### config.mk
export PLATFORM = sky130hd
export DESIGN_NAME = vga_draw_arbiter
export DESIGN_NICKNAME = d
export VERILOG_FILES = /design/src/rtl/vga_draw_arbiter.sv
export SDC_FILE = /design/constraint.sdc
export NUM_CORES = 1
export LEC_CHECK = 0
export BUFFER_PORTS_ARGS = -buffer_cell sky130_fd_sc_hd__buf_4
export CORE_MARGIN = 8
export CORE_UTILIZATION = 43
export CTS_CLUSTER_DIAMETER = 120
export DETAILED_ROUTE_END_ITERATION = 10
export HOLD_SLACK_MARGIN = 0.15
export PLACE_DENSITY_LB_ADDON = 0.05
export SYNTH_ARGS = -nofsm -noshare
export SYNTH_HDL_FRONTEND = slang
export SYNTH_SLANG_ARGS = --single-unit
### constraint.sdc
create_clock -name clk -period 2.97 [get_ports clk]
set_input_delay 0.594 -clock clk [delete_from_list [all_inputs] [get_ports clk]]
set_output_delay 0.594 -clock clk [all_outputs]
set_load 0.005 [all_outputs]
### src/rtl/vga_draw_arbiter.sv
// vga_draw_arbiter: round-robin owner of the single VGA adaptor write port.
// Four draw clients (0 background, 1 cars, 2 towers, 3 lasers) request the
// port. The winner holds it until it signals done, drops its request, or the
// hold watchdog expires. Every ownership change is separated by one idle GAP
// cycle.
//
// Ports:
//   clk, resetn            clock, asynchronous active-low reset
//   req[3:0]               per-client draw request
//   done[3:0]              per-client end-of-burst pulse (owner only)
//   cli_wren[3:0]          per-client pixel write enable
//   cli_coord[59:0]        client i coordinate at [15i+14:15i], {x[7:0], y[6:0]}
//   cli_colour[35:0]       client i colour at [9i+8:9i]
//   grant[3:0]             registered one-hot (or zero) ownership
//   vga_wren/coord/colour  owner's write port, combinational pass-through
//   busy                   state is not IDLE
//   overrun                sticky: an owner was force-released by the watchdog
module vga_draw_arbiter #(
    parameter logic [15:0] MAX_HOLD = 16'd20000
) (
    input  logic        clk,
    input  logic        resetn,
    input  logic [3:0]  req,
    input  logic [3:0]  done,
    input  logic [3:0]  cli_wren,
    input  logic [59:0] cli_coord,
    input  logic [35:0] cli_colour,
    output logic [3:0]  grant,
    output logic        vga_wren,
    output logic [14:0] vga_coord,
    output logic [8:0]  vga_colour,
    output logic        busy,
    output logic        overrun
);

    localparam int unsigned N_CLI    = 4;
    localparam int unsigned IDX_W    = 2;
    localparam int unsigned COORD_W  = 15;
    localparam int unsigned COLOUR_W = 9;
    localparam int unsigned HOLD_W   = 16;

    localparam logic [1:0] S_IDLE  = 2'd0;
    localparam logic [1:0] S_GRANT = 2'd1;
    localparam logic [1:0] S_GAP   = 2'd2;

    // Hold count seen in the last permitted GRANT cycle.
    localparam logic [HOLD_W-1:0] HOLD_LIMIT = MAX_HOLD - 16'd1;
    localparam logic [HOLD_W-1:0] HOLD_SAT   = '1;

    logic [1:0]        state_q, state_d;
    logic [N_CLI-1:0]  grant_q, grant_d;
    logic [IDX_W-1:0]  owner_q, owner_d;
    logic [IDX_W-1:0]  ptr_q, ptr_d;
    logic [HOLD_W-1:0] hold_q, hold_d;
    logic              overrun_q, overrun_d;

    logic              win_valid;
    logic [IDX_W-1:0]  win_idx;
    logic              in_grant;
    logic              owner_done;
    logic              owner_req;
    logic              wd_hit;
    logic              release_now;

    logic [COORD_W-1:0]  coord_arr  [N_CLI];
    logic [COLOUR_W-1:0] colour_arr [N_CLI];

    // Unpack the flat client buses into per-client fields.
    always_comb begin
        for (int i = 0; i < N_CLI; i++) begin
            coord_arr[i]  = cli_coord[COORD_W*i +: COORD_W];
            colour_arr[i] = cli_colour[COLOUR_W*i +: COLOUR_W];
        end
    end

    // Round-robin pick: first requester at or above ptr, wrapping 3 -> 0.
    always_comb begin
        logic [IDX_W-1:0] cand;
        win_valid = 1'b0;
        win_idx   = ptr_q;
        cand      = ptr_q;
        for (int i = 0; i < N_CLI; i++) begin
            cand = ptr_q + IDX_W'(i);
            if (!win_valid && req[cand]) begin
                win_valid = 1'b1;
                win_idx   = cand;
            end
        end
    end

    assign in_grant    = (state_q == S_GRANT);
    assign owner_done  = done[owner_q];
    assign owner_req   = req[owner_q];
    assign wd_hit      = (hold_q >= HOLD_LIMIT);
    assign release_now = owner_done || !owner_req || wd_hit;

    // Next-state logic.
    always_comb begin
        state_d   = state_q;
        grant_d   = grant_q;
        owner_d   = owner_q;
        ptr_d     = ptr_q;
        hold_d    = hold_q;
        overrun_d = overrun_q;

        case (state_q)
            S_IDLE, S_GAP: begin
                if (win_valid) begin
                    state_d = S_GRANT;
                    owner_d = win_idx;
                    grant_d = 4'b0001 << win_idx;
                    hold_d  = '0;
                end else begin
                    state_d = S_IDLE;
                    grant_d = '0;
                end
            end
            S_GRANT: begin
                if (release_now) begin
                    state_d = S_GAP;
                    grant_d = '0;
                    ptr_d   = owner_q + 2'd1;
                    // A same-cycle done counts as a clean finish.
                    if (wd_hit && !owner_done) begin
                        overrun_d = 1'b1;
                    end
                end else if (hold_q != HOLD_SAT) begin
                    hold_d = hold_q + 16'd1;
                end
            end
            default: begin
                state_d = S_IDLE;
                grant_d = '0;
            end
        endcase
    end

    // State registers.
    always_ff @(posedge clk or negedge resetn) begin
        if (!resetn) begin
            state_q   <= S_IDLE;
            grant_q   <= '0;
            owner_q   <= '0;
            ptr_q     <= '0;
            hold_q    <= '0;
            overrun_q <= 1'b0;
        end else begin
            state_q   <= state_d;
            grant_q   <= grant_d;
            owner_q   <= owner_d;
            ptr_q     <= ptr_d;
            hold_q    <= hold_d;
            overrun_q <= overrun_d;
        end
    end

    // Outputs. The VGA port is a zero-latency mux of the owner's signals; it
    // is gated by the state flop so reset blanks it without a clock edge.
    assign grant      = grant_q;
    assign busy       = (state_q != S_IDLE);
    assign overrun    = overrun_q;
    assign vga_wren   = in_grant & cli_wren[owner_q];
    assign vga_coord  = in_grant ? coord_arr[owner_q]  : '0;
    assign vga_colour = in_grant ? colour_arr[owner_q] : '0;

endmodule

==> flow_metrics.py <==
metrics = {
    "run_status": {
        "status": "finished, final reports clean",
    },
    "die": {
        "num_io_pins": 141,
        "chipWidth_um": 87.69,
        "placementRows": 26,
        "fp.coreArea_mm2": 0.005042,
        "starting_density_of_the_core_pct": 43.82,
        "fp.dieArea_mm2": 0.007689,
        "chipHeight_um": 87.69,
    },
    "yosys": {
        "synth_nets": 324,
        "synth-xor-area-share_pct": 0.3964,
        "synth_cells": 213,
        "synth_simple_gate_area_share_pct": 23.05,
        "synth_compound_gate_area_share_pct": 12.06,
        "postSynthAreaPerCell_um2": 10.37,
        "adder_cell_share_of_the_synthesized_area_pct": 0.5663,
        "count_of_flip_flops_with_a_built_in_enable_after_synthesis": 0,
        "share_of_the_yosys_chip_area_belonging_to_registers_pct": 30.58,
        "async_set_or_reset_flop_fraction_in_the_synthesized_netlist_pct": 100.0,
        "ys_seq_elements": 27,
        "post_synth_mux_area_share_pct": 29.78,
        "largest_family_of_logic_cells_by_synthesized_area": "multiplexers",
        "netlist-cell-type-count": 38,
        "synth-main-ff-cell": "dfrtp_1",
        "yosysWarnings": 0,
        "post_synth_instance_area_mm2": 0.002210,
    },
    "sta": {
        "setup_ws_ns": 0.3103,
        "max_freq_mhz": 376.0,
        "slew_viol_final": 0,
        "report.final.hold_viol_count": 0,
        "setup_tns_ns": 0,
        "tightestPinTransition_ns": 0.8093,
        "finalCriticalPeriod_ns": 2.660,
        "final_setup_violation_count": 0,
        "hold-worst-slack_ns": 0.2092,
        "final.period_utilization_pct": 89.55,
        "slew-limit-headroom_pct": 46.05,
        "rsz0062_at_grt": "false",
        "worst_clock_skew_ns": 0.001929,
    },
    "detailed_routing": {
        "drc_errors": 0,
        "routed-via-count": 2260,
        "totalWireLength_mm": 7.742,
        "drt_iter0_drc": 105,
        "detail-route-antenna-nets": 0,
        "routedWlPerCell_um": 18.52,
        "via_per_inst": 5.407,
        "drt_pre_antenna_iters": 5,
    },
    "clock_tree": {
        "hold_buffers": 0,
        "clk_root_buffer_cell": "clkbuf_8",
        "ctsResizeCount": 0,
        "clkSinkCount": 27,
        "clk_transition_reported_paths_ns": 0.10,
        "cts.repair_timing.setup_buffer_count": 0,
        "clock_latency_ns": 0.28,
        "cts_tree": "yes",
        "clock_path_buffers": 2,
        "htreeDepth": 1,
        "cts-buffers-inserted": 3,
    },
    "global_routing": {
        "globalRouteTotalUtil_pct": 20.61,
        "grt_max_degree": 32,
        "grt_antenna_before_repair": 0,
        "first_global_vias": 2477,
        "grt.overflow.total": 0,
        "grt_first_pass_wirelength_mm": 12.34,
    },
    "final_layout": {
        "area_growth_pct": 52.60,
        "finalInstanceArea_mm2": 0.003372,
        "insertedDiodeCount": 0,
        "layout.nets": 460,
        "drive_gt1_share_pct": 51.72,
        "final-instance-count-excl-fill": 418,
        "nFillCells": 426,
    },
    "pwr": {
        "worst_ir_drop_vdd_mv": 0.4277,
        "swShare_pct": 38.59,
        "power.switching_mw": 0.8794,
        "lkg_pwr_nw": 1.588,
        "share_comb_of_total_power_pct": 66.1,
        "p_per_area_mw_per_mm2": 675.9,
        "power_frac_seq_pct": 24.4,
        "power_report.internal_total_mw": 1.400,
        "power_frac_clock_pct": 9.5,
    },
    "worst_hold_path": {
        "min_delay_path_class": "in2async",
    },
    "setup_path": {
        "worstSetupEndpointType": "output pin",
        "path_class": "reg2out",
        "timing.critical_path.required_ns": 2.38,
        "timing.critical_path.fanout_max": 13,
        "crit_arrival_ns": 2.07,
        "cp-start-kind": "register",
    },
    "placement": {
        "portBuffers": 140,
        "placement_setup_slack_ns": 0.5335,
        "detailed_place.area_mm2": 0.003323,
        "hpwl_mm": 6.504,
        "gp_congestion": 0.8136,
        "dp.cells": 414,
    },
    "run": {
        "max-cap-violations": 0,
    },
}
[registers in the layout, indices dropped and copies added, names as in the netlist]
register,flops
state_q,2
hold_q,16
overrun,1
grant,4
owner_q,2
ptr_q,2
[critical path, stage by stage (launching register included)]
cell	delay (ns)
dfrtp_2	0.61
buf_4	0.33
mux4_2	0.53
and2_1	0.17
buf_4	0.13
[power groups by stage]
stage	sequential (mW)	combinational (mW)	clock, mW
after detailed placement	0.564	1.53	0
after global placement	0.562	1.51	0
final	0.556	1.51	0.217
after CTS	0.556	1.53	0.225
after floorplan	0.490	0.982	0
after global routing	0.576	1.64	0.240
[per-stage QoR]
stage,power (mW),util [%]
floorplan,1.472,-
global placement,2.072,65.91
detailed placement,2.090,65.91
CTS,2.314,66.87
global route,2.458,66.87
finish,2.279,66.87
[layout make-up]
class                           instances  area [µm²]  area share, %
Multi-Input combinational cell        168        1455          43.15
Sequential cell                        27       676.9          20.07
Clock buffer                            3       41.29          1.224
Tap cell                               70       87.58          2.597
Timing Repair Buffer                  145        1089          32.28
Clock inverter                          1       7.507         0.2226
Inverter                                4       15.01         0.4453
[Yosys cell counts, types with 2 or more instances]
| cell type | number | area (µm²) |
|---|---|---|
| nor2b_1 | 4 | 25.02 |
| mux2i_1 | 5 | 50.05 |
| a21oi_1 | 14 | 70.07 |
| buf_2 | 3 | 15.01 |
| o21ai_0 | 3 | 15.01 |
| or4_1 | 5 | 37.54 |
| o31ai_1 | 5 | 37.54 |
| nor3_1 | 3 | 15.01 |
| o21ai_1 | 6 | 30.03 |
| inv_1 | 4 | 15.01 |
| a22o_1 | 2 | 17.52 |
| a21o_1 | 3 | 22.52 |
| nand2b_1 | 4 | 25.02 |
| nand4_1 | 4 | 25.02 |
| and2_1 | 28 | 175.2 |
| nand3_1 | 6 | 30.03 |
| nand2_1 | 23 | 86.33 |
| mux4_2 | 27 | 608.1 |
| nor2_1 | 9 | 33.78 |
| clkbuf_1 | 9 | 33.78 |
| a41o_1 | 2 | 20.02 |
| dfrtp_1 | 27 | 675.7 |
| a31o_1 | 2 | 17.52 |
[kinds of logic after synthesis]
family                   Yosys count
XOR/XNOR                           1
adder cells (fa/ha/maj)            1
AO/OA/AOI/OAI                     41
multiplexers                      32
AND/OR/NAND/NOR                   93
flip-flops                        27
buffers and inverters             18
[placed cells by master, fill, tap and decap left out, drive strengths merged]
| master | synthesis | routed |
|---|---|---|
| xor2 | 1 | 1 |
| a211oi | 1 | 1 |
| a21oi | 14 | 14 |
| nor2 | 9 | 9 |
| clkbuf | 9 | 3 |
| a21o | 3 | 3 |
| nand4 | 4 | 4 |
| ha | 1 | 1 |
| dfrtp | 27 | 27 |
| or4 | 5 | 5 |
| clkinvlp | 0 | 1 |
| o41ai | 1 | 1 |
| inv | 4 | 4 |
| a31oi | 1 | 1 |
| a41o | 2 | 2 |
| a31o | 2 | 2 |
| o221ai | 1 | 1 |
| buf | 5 | 145 |
| nand2b | 5 | 5 |
| nand3 | 6 | 6 |
| a22o | 2 | 2 |
| o31ai | 5 | 5 |
| nand2 | 23 | 23 |
| nor2b | 4 | 4 |
| mux4 | 27 | 27 |
| nor3 | 3 | 3 |
| nand4b | 1 | 1 |
| or2 | 2 | 2 |
| and4 | 1 | 1 |
| nor4 | 1 | 1 |
| and2 | 28 | 28 |
| and3 | 1 | 1 |
| mux2i | 5 | 5 |
| o21ai | 9 | 9 |
[per-layer routing]
metal  part of all wire (%)  routed length [µm]  up-vias  GRT usage [%]
li1                       -                   -     1080              -
met1                     38                2945     1087          23.95
met2                     51                3952       86          34.44
met3                    9.5                 736        7          7.692
met4                    1.4                 108        0          6.250
met5                      0                   0        -              0
[worst paths after layout]
path | slack (ns) | endpoint | depth (start not counted) | startpoint
worst max-delay path | 0.31 | vga_coord[10] | 4 | owner_q[0]
worst min-delay path | 0.21 | hold_q[10] | 1 | resetn
worst max register to register | 0.54 | hold_q[11] | 5 | owner_q[0]
worst min register to register | 0.48 | grant[1] | 2 | grant[1]
max in group asynchronous | 2.49 | owner_q[0] | 1 | resetn
min in group clk | 0.48 | grant[1] | 2 | grant[1]
Power figures use the tool's default switching activity.
